`src/rtl/motor_pwm_driver_if.sv`:
```
`default_nettype none
// ============================================================================
//  Module      : motor_pwm_driver_if
//  Description : Command, sensor and drive/status bundle for one wheel of
//                the motor PWM driver.
//  Revision    : 1.0 - initial release
// ============================================================================
interface motor_pwm_driver_if #(
  parameter int PWM_BITS = 8
);
  logic [2:0]          cmd;      // [2] enable, [1] direction (1=fwd), [0] fast
  logic                stop_in;  // asynchronous obstacle flag
  logic                pwm_a;    // H-bridge forward input
  logic                pwm_b;    // H-bridge reverse input
  logic [PWM_BITS-1:0] duty_o;   // applied duty
  logic [2:0]          state_o;  // FSM state
  logic                estop_o;  // high while in emergency stop

  // System side: issues commands and the sensor flag, observes the bridge.
  modport master (
    output cmd, stop_in,
    input  pwm_a, pwm_b, duty_o, state_o, estop_o
  );

  // Driver side.
  modport slave (
    input  cmd, stop_in,
    output pwm_a, pwm_b, duty_o, state_o, estop_o
  );
endinterface
`default_nettype wire

```
`src/rtl/motor_pwm_driver.sv`:
```
`default_nettype none
// ============================================================================
//  Module      : motor_pwm_driver
//  Description : One-wheel H-bridge PWM driver. Soft-start/stop duty ramp,
//                dead-time on direction reversal, synchronised obstacle
//                emergency stop.
//                Optional macro MOTOR_FAST_BRAKE_EN: drive both bridge
//                inputs high in ESTOP (dynamic brake) instead of coasting.
//  Revision    : 1.0 - initial release
// ============================================================================
module motor_pwm_driver #(
  parameter int PWM_BITS     = 8,
  parameter int PRESCALE     = 196,
  parameter int RAMP_STEP    = 16,
  parameter int SLOW_DUTY    = 128,
  parameter int FAST_DUTY    = 255,
  parameter int DEAD_PERIODS = 4
) (
  input  wire logic           clk_clk,
  input  wire logic           reset_reset_n,
  motor_pwm_driver_if.slave   bus
);

  localparam int PS_W = (PRESCALE > 1) ? $clog2(PRESCALE) : 1;
  localparam int DC_W = $clog2(DEAD_PERIODS + 1);

  localparam logic [PS_W-1:0]     c_PS_LAST   = PS_W'(PRESCALE - 1);
  localparam logic [PWM_BITS-1:0] c_PCNT_MAX  = '1;
  localparam logic [PWM_BITS:0]   c_STEP      = (PWM_BITS + 1)'(RAMP_STEP);
  localparam logic [PWM_BITS-1:0] c_SLOW      = PWM_BITS'(SLOW_DUTY);
  localparam logic [PWM_BITS-1:0] c_FAST      = PWM_BITS'(FAST_DUTY);
  localparam logic [DC_W-1:0]     c_DEAD_LAST = DC_W'(DEAD_PERIODS - 1);

  typedef enum logic [2:0] {
    ST_IDLE  = 3'd0,
    ST_RUN   = 3'd1,
    ST_BRAKE = 3'd2,
    ST_DEAD  = 3'd3,
    ST_ESTOP = 3'd4
  } state_t;

  // --------------------------------------------------------------------------
  // State
  // --------------------------------------------------------------------------
  logic                stop_s1_q, stop_s2_q;
  logic [PS_W-1:0]     presc_q;
  logic [PWM_BITS-1:0] pcnt_q;
  logic [PWM_BITS-1:0] cur_q, cur_d;
  state_t              state_q, state_d;
  logic                dir_q, dir_d;
  logic [DC_W-1:0]     dcnt_q, dcnt_d;
  logic                pwm_a_q, pwm_a_d;
  logic                pwm_b_q, pwm_b_d;

  // --------------------------------------------------------------------------
  // Combinational helpers
  // --------------------------------------------------------------------------
  logic                w_tick;      // one prescaler wrap
  logic                w_bnd;       // PWM period boundary
  logic                w_raw;       // un-registered PWM waveform
  logic                w_en;        // command enable
  logic                w_rev;       // commanded direction differs from latched
  logic                w_stop;      // synchronised obstacle flag
  logic [PWM_BITS-1:0] w_tgt;       // commanded target duty
  logic [PWM_BITS-1:0] w_ramp_run;  // next duty stepping toward w_tgt
  logic [PWM_BITS-1:0] w_ramp_brk;  // next duty stepping toward zero

  // Step cur toward tgt by at most c_STEP, computed one bit wider so that
  // neither the up-step nor the down-step can wrap around.
  function automatic logic [PWM_BITS-1:0] f_ramp(
    input logic [PWM_BITS-1:0] cur,
    input logic [PWM_BITS-1:0] tgt
  );
    logic [PWM_BITS:0] c9;
    logic [PWM_BITS:0] t9;
    logic [PWM_BITS:0] s9;
    c9 = {1'b0, cur};
    t9 = {1'b0, tgt};
    s9 = c9;
    if (c9 < t9) begin
      s9 = c9 + c_STEP;
      if (s9 > t9) begin
        s9 = t9;
      end
    end else if (c9 > t9) begin
      if ((c9 - t9) <= c_STEP) begin
        s9 = t9;
      end else begin
        s9 = c9 - c_STEP;
      end
    end
    return s9[PWM_BITS-1:0];
  endfunction

  assign w_tick = (presc_q == c_PS_LAST);
  assign w_bnd  = w_tick && (pcnt_q == c_PCNT_MAX);
  assign w_raw  = (pcnt_q < cur_q);
  assign w_en   = bus.cmd[2];
  assign w_rev  = (bus.cmd[1] != dir_q);
  assign w_stop = stop_s2_q;

  // Target duty from the live command word.
  always_comb begin
    w_tgt = '0;
    if (w_en) begin
      w_tgt = bus.cmd[0] ? c_FAST : c_SLOW;
    end
  end

  assign w_ramp_run = f_ramp(cur_q, w_tgt);
  assign w_ramp_brk = f_ramp(cur_q, '0);

  // --------------------------------------------------------------------------
  // Two-flop synchroniser for the asynchronous obstacle flag
  // --------------------------------------------------------------------------
  always_ff @(posedge clk_clk or negedge reset_reset_n) begin
    if (!reset_reset_n) begin
      stop_s1_q <= 1'b0;
      stop_s2_q <= 1'b0;
    end else begin
      stop_s1_q <= bus.stop_in;
      stop_s2_q <= stop_s1_q;
    end
  end

  // --------------------------------------------------------------------------
  // Free-running PWM timebase: prescaler feeding the PWM counter
  // --------------------------------------------------------------------------
  always_ff @(posedge clk_clk or negedge reset_reset_n) begin
    if (!reset_reset_n) begin
      presc_q <= '0;
      pcnt_q  <= '0;
    end else begin
      if (w_tick) begin
        presc_q <= '0;
        pcnt_q  <= pcnt_q + PWM_BITS'(1);
      end else begin
        presc_q <= presc_q + PS_W'(1);
      end
    end
  end

  // --------------------------------------------------------------------------
  // FSM next-state, duty ramp, direction latch and dead-time counter
  // --------------------------------------------------------------------------
  always_comb begin
    state_d = state_q;
    cur_d   = cur_q;
    dir_d   = dir_q;
    dcnt_d  = '0;

    if (w_stop) begin
      // Obstacle wins over everything; duty drops without waiting for a
      // period boundary.
      state_d = ST_ESTOP;
      cur_d   = '0;
    end else begin
      case (state_q)
        ST_IDLE: begin
          cur_d = '0;
          if (w_en) begin
            state_d = w_rev ? ST_DEAD : ST_RUN;
          end
        end

        ST_RUN: begin
          if (w_en && w_rev) begin
            state_d = ST_BRAKE;
            if (w_bnd) begin
              cur_d = w_ramp_brk;
            end
          end else if (w_bnd) begin
            if (!w_en && (cur_q == '0)) begin
              state_d = ST_IDLE;
            end else begin
              cur_d = w_ramp_run;
            end
          end
        end

        ST_BRAKE: begin
          if (!w_rev) begin
            // Reversal withdrawn before the wheel stopped: resume driving.
            state_d = ST_RUN;
            if (w_bnd) begin
              cur_d = w_ramp_run;
            end
          end else if (w_bnd) begin
            if (cur_q == '0) begin
              state_d = ST_DEAD;
            end else begin
              cur_d = w_ramp_brk;
            end
          end
        end

        ST_DEAD: begin
          cur_d  = '0;
          dcnt_d = dcnt_q;
          if (w_bnd) begin
            if (dcnt_q == c_DEAD_LAST) begin
              dcnt_d  = '0;
              dir_d   = bus.cmd[1];
              state_d = w_en ? ST_RUN : ST_IDLE;
            end else begin
              dcnt_d = dcnt_q + DC_W'(1);
            end
          end
        end

        ST_ESTOP: begin
          // Leaving requires software to drop enable first (re-arm).
          cur_d = '0;
          if (!w_en) begin
            state_d = ST_IDLE;
          end
        end

        default: begin
          state_d = ST_IDLE;
          cur_d   = '0;
        end
      endcase
    end
  end

  // FSM, duty, direction and dead-time registers.
  always_ff @(posedge clk_clk or negedge reset_reset_n) begin
    if (!reset_reset_n) begin
      state_q <= ST_IDLE;
      cur_q   <= '0;
      dir_q   <= 1'b1;
      dcnt_q  <= '0;
    end else begin
      state_q <= state_d;
      cur_q   <= cur_d;
      dir_q   <= dir_d;
      dcnt_q  <= dcnt_d;
    end
  end

  // --------------------------------------------------------------------------
  // Bridge drive selection. The stop override also looks at the synchronised
  // flag so the bridge releases on the same edge that enters ESTOP.
  // --------------------------------------------------------------------------
  always_comb begin
    pwm_a_d = 1'b0;
    pwm_b_d = 1'b0;
    if (w_stop || (state_q == ST_ESTOP)) begin
`ifdef MOTOR_FAST_BRAKE_EN
      pwm_a_d = 1'b1;
      pwm_b_d = 1'b1;
`else
      pwm_a_d = 1'b0;
      pwm_b_d = 1'b0;
`endif
    end else if ((state_q == ST_RUN) || (state_q == ST_BRAKE)) begin
      pwm_a_d = dir_q  & w_raw;
      pwm_b_d = ~dir_q & w_raw;
    end
  end

  // Registered bridge outputs.
  always_ff @(posedge clk_clk or negedge reset_reset_n) begin
    if (!reset_reset_n) begin
      pwm_a_q <= 1'b0;
      pwm_b_q <= 1'b0;
    end else begin
      pwm_a_q <= pwm_a_d;
      pwm_b_q <= pwm_b_d;
    end
  end

  assign bus.pwm_a   = pwm_a_q;
  assign bus.pwm_b   = pwm_b_q;
  assign bus.duty_o  = cur_q;
  assign bus.state_o = state_q;
  assign bus.estop_o = (state_q == ST_ESTOP);

endmodule
`default_nettype wire

```
`src/flat_wrapper.sv`:
```
// flat-port wrapper written by rule: the top's interface ports become plain ports
module motor_pwm_driver_flat 
#(
  parameter int PWM_BITS     = 8,
  parameter int PRESCALE     = 196,
  parameter int RAMP_STEP    = 16,
  parameter int SLOW_DUTY    = 128,
  parameter int FAST_DUTY    = 255,
  parameter int DEAD_PERIODS = 4
)
  (clk_clk, reset_reset_n, bus_cmd, bus_stop_in, bus_pwm_a, bus_pwm_b, bus_duty_o, bus_state_o, bus_estop_o);
  motor_pwm_driver_if #(.PWM_BITS(PWM_BITS)) bus_i ();
  input  wire logic clk_clk;
  input  wire logic reset_reset_n;
  input wire logic [$bits(bus_i.cmd)-1:0] bus_cmd;
  input wire logic [$bits(bus_i.stop_in)-1:0] bus_stop_in;
  output wire logic [$bits(bus_i.pwm_a)-1:0] bus_pwm_a;
  output wire logic [$bits(bus_i.pwm_b)-1:0] bus_pwm_b;
  output wire logic [$bits(bus_i.duty_o)-1:0] bus_duty_o;
  output wire logic [$bits(bus_i.state_o)-1:0] bus_state_o;
  output wire logic [$bits(bus_i.estop_o)-1:0] bus_estop_o;
  assign bus_i.cmd = bus_cmd;
  assign bus_i.stop_in = bus_stop_in;
  assign bus_pwm_a = bus_i.pwm_a;
  assign bus_pwm_b = bus_i.pwm_b;
  assign bus_duty_o = bus_i.duty_o;
  assign bus_state_o = bus_i.state_o;
  assign bus_estop_o = bus_i.estop_o;
  motor_pwm_driver #(.PWM_BITS(PWM_BITS), .PRESCALE(PRESCALE), .RAMP_STEP(RAMP_STEP), .SLOW_DUTY(SLOW_DUTY), .FAST_DUTY(FAST_DUTY), .DEAD_PERIODS(DEAD_PERIODS)) u_core (.clk_clk(clk_clk), .reset_reset_n(reset_reset_n), .bus(bus_i));
endmodule
```
`config.mk`:
```
export PLATFORM = sky130hd
export DESIGN_NAME = motor_pwm_driver_flat
export DESIGN_NICKNAME = d
export VERILOG_FILES = /design/src/rtl/motor_pwm_driver_if.sv /design/src/rtl/motor_pwm_driver.sv /design/src/flat_wrapper.sv
export SDC_FILE = /design/constraint.sdc
export NUM_CORES = 1
export LEC_CHECK = 0
export ABC_AREA = 1
export ABC_CLOCK_PERIOD_IN_PS = 4900
export BUFFER_PORTS_ARGS = -buffer_cell sky130_fd_sc_hd__buf_2
export CORE_MARGIN = 5
export CORE_UTILIZATION = 35
export DETAILED_ROUTE_END_ITERATION = 8
export PLACE_DENSITY = 0.59
export RECOVER_POWER = 25
export SLEW_MARGIN = 0
export SYNTH_ARGS = -nofsm -noshare
export SYNTH_HDL_FRONTEND = slang
export SYNTH_SLANG_ARGS = --single-unit
```
`constraint.sdc`:
```
create_clock -name clk_clk -period 4.9 [get_ports clk_clk]
set_input_delay 0.245 -clock clk_clk [delete_from_list [all_inputs] [get_ports clk_clk]]
set_output_delay 0.245 -clock clk_clk [all_outputs]
set_load 0.1 [all_outputs]
```
Word level (Yosys, flattened, before mapping)

Cells that the tools add are included.

Add/sub/neg operators: 6
$lt $le $gt $ge: 7
Eq/ne operators: 20
Muxes and demuxes: 41
Bitwise operators: 4
Reductions and logical operators: 11

Operators by type and width:

| kind                                                          | count |
|---|---|
| two-way mux 8 bit                                             | 17 |
| two-way mux 3 bit                                             | 15 |
| adder 8 x 1 -> 8 bit, second input constant                   | 2 |
| == test 8 bit, second input constant                          | 2 |
| < comparator 8 bit                                            | 2 |
| one-hot mux 8 bit (2 select lines)                            | 1 |
| one-hot mux 3 bit (5 select lines)                            | 1 |
| inequality test 3 x 1 -> 1 bit, second input constant         | 4 |
| adder 8 x 5 -> 9 bit, second input constant                   | 1 |
| == test 3 x 2 -> 1 bit, second input constant                 | 3 |
| greater-than comparator 9 x 8 -> 1 bit                        | 1 |
| <= comparator 9 x 5 -> 1 bit, second input constant           | 1 |
| subtractor 8 x 8 -> 9 bit                                     | 1 |
| greater-than comparator 8 x 1 -> 1 bit, second input constant | 1 |
| greater-than comparator 8 bit                                 | 1 |
| <= comparator 8 x 5 -> 1 bit, second input constant           | 1 |
| zero test 8 bit                                               | 1 |
| inequality test 4 x 1 -> 1 bit, second input constant         | 2 |
| inequality test 4 x 2 -> 1 bit, second input constant         | 2 |
| inequality test 4 x 3 -> 1 bit, second input constant         | 2 |
| AND reduction 4 bit                                           | 2 |
| AND reduction 8 bit                                           | 1 |
| subtractor 8 x 5 -> 8 bit, second input constant              | 1 |
| two-way mux 7 bit                                             | 1 |
| 13 further kinds                                              | 23 |

Bits in registers: 35
Bits of input ports: 6

Longest topological paths before layout

Depth in word-level cells: 12
Gate-level depth with buffers: 22
Gate-level depth less buffers: 22

Worst setup path before layout

OpenSTA, ideal clock, no wires.

Path type: register to register
Start: register u_core.state_q[2] (netlist: u_core.bus.state_o[2])
End: register u_core.state_q[0] (netlist: u_core.bus.state_o[0])
Arrival: 4095 ps
Required time: 4805 ps
Slack: 709 ps
Stages on the path, launching flop included: 9
Buffers on the path: 0
Period minus slack after synthesis: 4191 ps
Cells stage by stage: dfrtp_1 > inv_1 > nor3_1 > a22oi_1 > o22ai_1 > nand2_1 > nand4_1 > nand2_1 > o31ai_1

Cells in the longest elaborated chain, start to end: 3
Elaborated cells between the ends (all ways): 16
Classes of those cells: eq/ne: 12; mux: 2; reduce/logical: 2

Ends and longest elaborated chain:

| element                                                                                        | RTL line                | RTL |
|---|---|---|
| from (decl)                                                                                    | motor_pwm_driver.sv:49  | `state_t state_q, state_d;` |
| from (signal assigned)                                                                         | motor_pwm_driver.sv:235 | `state_q <= state_d;` |
| == test 3 bit *                                                                                | -                       |  |
| via bus_estop_o                                                                                | flat_wrapper.sv:21      | `output wire logic [$bits(bus_i.estop_o)-1:0] bus_estop_o;` |
| inequality test 3 x 2 -> 1 bit (no line) or one-hot mux 3 bit (5 select lines) (tied branches) | -                       |  |
| AND reduction 8 bit (no line) or two-way mux 3 bit (tied branches)                             | -                       |  |

Mark *: on every way through the listed nets, which the timed path passes. The rest lies on a longest branch.
A chain may end at the register's enable or synchronous reset.

Worst setup path in the final report

Start: register u_core.cur_q[4] (netlist: u_core.bus.duty_o[4])
End: register u_core.cur_q[2] (netlist: u_core.bus.duty_o[2])

Cells in the longest elaborated chain, start to end: 10
Elaborated cells between the ends (all ways): 29
Classes of those cells: add/sub: 2; order compare: 6; eq/ne: 2; mux: 16; reduce/logical: 3

Ends and longest elaborated chain:

| element                            | RTL line                | RTL |
|---|---|---|
| from (decl)                        | motor_pwm_driver.sv:48  | `logic [PWM_BITS-1:0] cur_q, cur_d;` |
| from (signal assigned)             | motor_pwm_driver.sv:236 | `cur_q <= cur_d;` |
| subtractor 8 x 8 -> 9 bit          | motor_pwm_driver.sv:86  | `if ((c9 - t9) <= c_STEP) begin` |
| <= comparator 9 x 5 -> 1 bit       | motor_pwm_driver.sv:86  |  |
| two-way mux 8 bit                  | motor_pwm_driver.sv:86  |  |
| two-way mux 8 bit                  | motor_pwm_driver.sv:85  | `end else if (c9 > t9) begin` |
| two-way mux 8 bit                  | motor_pwm_driver.sv:80  | `if (c9 < t9) begin` |
| two-way mux 8 bit                  | motor_pwm_driver.sv:173 | `if (!w_en && (cur_q == '0)) begin` |
| two-way mux 8 bit                  | motor_pwm_driver.sv:172 | `end else if (w_bnd) begin` |
| two-way mux 8 bit                  | motor_pwm_driver.sv:167 | `if (w_en && w_rev) begin` |
| one-hot mux 8 bit (2 select lines) | motor_pwm_driver.sv:158 | `case (state_q)` |
| two-way mux 8 bit                  | motor_pwm_driver.sv:152 | `if (w_stop) begin` |

Parallel ways exist; a longest one is shown, timed or not. The select of a mux whose other input is x is not followed.

==> impl_metrics.csv <==
group,metric,value,unit
cts,cts_buffers,5,
critical_path,crit_required,5.09,ns
grt,grt_pass1_vias,2918,
floorplan,fp.dieW,106.7,um
outcome,outcome,"finished with violations",
grt,grt_overflow,0,
yosys,seq_area_frac_synth,26.82,%
pwr,internal-power,463.0,uW
placed_design,port-buffer-count,19,
detailed_routing,ant_nets,0,
cells_and_area,seqCellArea,877.1,um2
detailed_routing,totalWireLength,7802,um
critical_path,r2r_cells,16,
yosys,synth_cells,472,
cts,clockBufferDepth,2,
sta,rsz0062_at_grt,"no",
cells_and_area,drive_above_1_share,14.29,%
critical_path,r2r_end,"u_core.bus.duty_o[2]",
grt,grt_max_degree,36,
sta,hold_viol,0,
min_path,worstHoldStart,"bus_stop_in",
floorplan,core,0.009196,mm2
yosys,synth_edf_count,0,
yosys,synth_top_area_share,26.01,%
pwr,seq_power_share,40.2,%
grt,met3_usage,2.228,%
yosys,netlist_top_cells_area,"dfrtp_1, nand2_1, ha_1, inv_1, nand3_1",
grt,grtUsageMet1,19.73,%
min_path,hp-class,"in -> reg",
critical_path,arrival,3.11,ns
pwr,power_density,209.8,mW/mm2
floorplan,initial_core_util,35.56,%
pwr,switching_power,289.2,uW
cells_and_area,syn_to_final_growth,9.640,%
floorplan,die-area,0.01138,mm2
cts,cts_root_buffer,"clkbuf_8",
critical_path,endpoint_kind,"register",
cts,hold_buffers,0,
placed_design,gp_congestion,0.9069,
placed_design,dp_slack,1.706,ns
critical_path,max_stage_delay,0.59,ns
critical_path,slowest_stage,"dfrtp_1",
grt,grt-busiest-layer,"met2",
yosys,syn-num-nets,506,
critical_path,worstPathCellList,"inv_1 > ha_1 > ha_1 > nand2_1 > nor2_1 > nand3_1 > nand3b_4 > nand3_2 > nand2_1 > nand2_1 > nand2_1 > nand2_1 > nand2_1 > nand2_1 > nand2_1 > nand2_1",
cts,ctsResizeCount,0,
floorplan,pin_count,20,
grt,gr-usage-all-layers,14.40,%
cts,insertion_delay,0.30,ns
outcome,violations,"capacitance limit, slew limit",
yosys,synth_top_area_cell,"dfrtp_1",
yosys,synth_most_common_cell,"nand2_1",
sta,fin_crit_sh,59.63,%
floorplan,placementRows,35,
detailed_routing,dr_total_vias,3036,
critical_path,critPathMaxFanout,9,
yosys,synth_cell_types,45,
placed_design,hpwl,6012,um
pwr,power.share.clock,31.4,%
yosys,async_flop_share,100.0,%
sta,setup_ws,1.978,ns
cts,tritoncts,"built",
critical_path,cp-start-kind,"register",
sta,tns,0,ns
yosys,yosys_warnings,0,
cts,cts.htree.levels,2,
pwr,vdd_ir_drop_max,0.1199,mV
cts,clk_pin_slew,0.08,ns
sta,relSlewSlack,-31.49,%
pwr,switching_share,38.45,%
min_path,holdPathEnd,"u_core.stop_s1_q",
critical_path,cp_top_family,"simple AND/OR/NAND/NOR gates",
detailed_routing,firstDrtPassIters,4,
cells_and_area,fillCellCount,970,
pwr,p_comb_share,28.5,%
critical_path,cp_num_buf_inv,1,
min_path,holdPathStages,1,
pwr,power_leakage,0.001950,uW
critical_path,path_class,"reg -> reg",
detailed_routing,drt-wirelength-per-cell,12.83,um
cts,clock-sinks,35,
critical_path,crit_top_cell,"nand2_1",
cells_and_area,multi_input_area,0.002135,mm2
cells_and_area,antenna_cells,0,
sta,fin_skew,0.006202,ns
yosys,avgSynthCellArea,6.929,um2
detailed_routing,drtIter0Drc,111,
yosys,syn_area,0.003271,mm2
job,cap_violations,1,
critical_path,rr_startpoint,"u_core.bus.duty_o[4]",
yosys,synth_common_cells,"nand2_1, inv_1, dfrtp_1, nor2_1, ha_1",
sta,timing.fmax,342.2,MHz
yosys,ys.flop_type,"dfrtp_1",
sta,maxSlewViolCount,36,
sta,finalSetupViolCount,0,
floorplan,chipHeight,106.7,um
critical_path,rrSetupSlack,1.98,ns
detailed_routing,vias_per_cell,4.993,
detailed_routing,drc_errors,0,
grt,grt_util_met2,23.56,%
grt,grt_pass1_wl,13580,um
cts,post_cts_buffers,0,
yosys,synth_seq_cells,35,
sta,period_needed,2.922,ns
grt,antenna_found_initial,0,
sta,worstMarginPinSlew,1.972,ns
cells_and_area,fin_nets,530,
==> worst reg2reg max path, cell delays in order, from the launching register on <==
cell and delay (ns):
dfrtp_1 0.59, inv_1 0.28, ha_1 0.43, ha_1 0.31
nand2_1 0.06, nor2_1 0.18, nand3_1 0.17, nand3b_4 0.13
nand3_2 0.14, nand2_1 0.13, nand2_1 0.06, nand2_1 0.09
nand2_1 0.05, nand2_1 0.05, nand2_1 0.04, nand2_1 0.05
nand2_1 0.04
==> power groups by stage <==
stage                     clock network (uW)  logic [uW]  registers, uW
after CTS                                246         215            302
after detailed placement                   0         214            308
after global routing                     256         238            303
after global placement                     0         214            307
after floorplan                            0         141            337
final                                    236         214            302
==> logic make-up (layout without fill, tap and decap cells) <==
logic type                 count (synthesis)  in the layout  synth area share, %
and+or+nand+nor                          278            278                40.93
buffers and inverters                     66             91                7.919
AOI/OAI and AO/OA                         54             54                10.44
DFF                                       35             35                26.82
adders and majority gates                 28             28                10.94
xor gates and xnor gates                  11             11                2.946
==> flip-flops by register name, indices dropped and copies added, names as in the netlist <==
signal              flops
u_core.stop_s2_q        1
u_core.dir_q            1
u_core.bus.state_o      3
u_core.stop_s1_q        1
u_core.dcnt_q           3
u_core.presc_q          8
u_core.bus.duty_o       8
u_core.bus.pwm_a        1
u_core.bus.pwm_b        1
u_core.pcnt_q           8
==> routing by layer <==
| layer | part of all wire [%] | wire length [um] |
|---|---|---|
| met1 | 48 | 3733 |
| met4 | 1.4 | 110 |
| met5 | 0 | 0 |
| met2 | 46 | 3625 |
| met3 | 4.3 | 333 |
==> how the worst max path moves through the flow <==
stage	startpoint	endpoint	slack, ns	depth (start not counted)
final	u_core.bus.duty_o[4]	u_core.bus.duty_o[2]	1.98	16
after global routing	bus_cmd[2]	u_core.bus.duty_o[0]	1.62	22
after CTS	u_core.bus.duty_o[4]	u_core.bus.duty_o[2]	1.97	16
after detailed placement	bus_cmd[2]	u_core.bus.duty_o[4]	1.71	20
after global placement	bus_cmd[2]	u_core.bus.duty_o[5]	1.72	20
after floorplan	u_core.bus.state_o[2]	u_core.bus.state_o[0]	0.71	8
==> placed cells by master, fill, tap and decap left out, types with 2 or more instances in the layout <==
cell type    n
clkbuf_8     6
nor2_1      31
nor3_1       8
inv_1       55
nor4_1       3
ha_1        27
nand2_2     10
a21oi_1     18
xnor2_1      4
nor2_4       3
nor2_8       2
xor2_1       7
inv_2        8
and3_1       2
a21oi_2      3
nand3_2      3
nand4_1      8
buf_2       18
o22ai_1      2
nand2_1    167
nand3_1     26
o21ai_0     18
nand3_4      2
dfrtp_1     34
o211ai_1     6
or2_2        3
nor3_2       2
==> per-stage QoR <==
stage,total power (uW),std cells,instance area [um2],util [%],hold slack (ns)
2_1_floorplan,477.2,472,3271,-,-0.05059
3_3_place_gp,521.1,600,3488,37.93,0.3348
3_5_place_dp,521.4,600,3488,37.93,0.3426
4_1_cts,763.0,608,3587,39.01,0.04074
5_1_grt,796.6,608,3586,38.99,0.03653
6_report,752.2,608,3586,38.99,0.05263
==> area by class of cell <==
class / instances / area share, %
Multi-Input combinational cell: 371 / 59.53
Tap cell: 111 / 3.873
Inverter: 64 / 6.769
Clock buffer: 6 / 2.303
Sequential cell: 35 / 24.46
Clock inverter: 2 / 0.4536
Timing Repair Buffer: 19 / 2.617
Note: power is estimated with default switching activity, not from simulation.
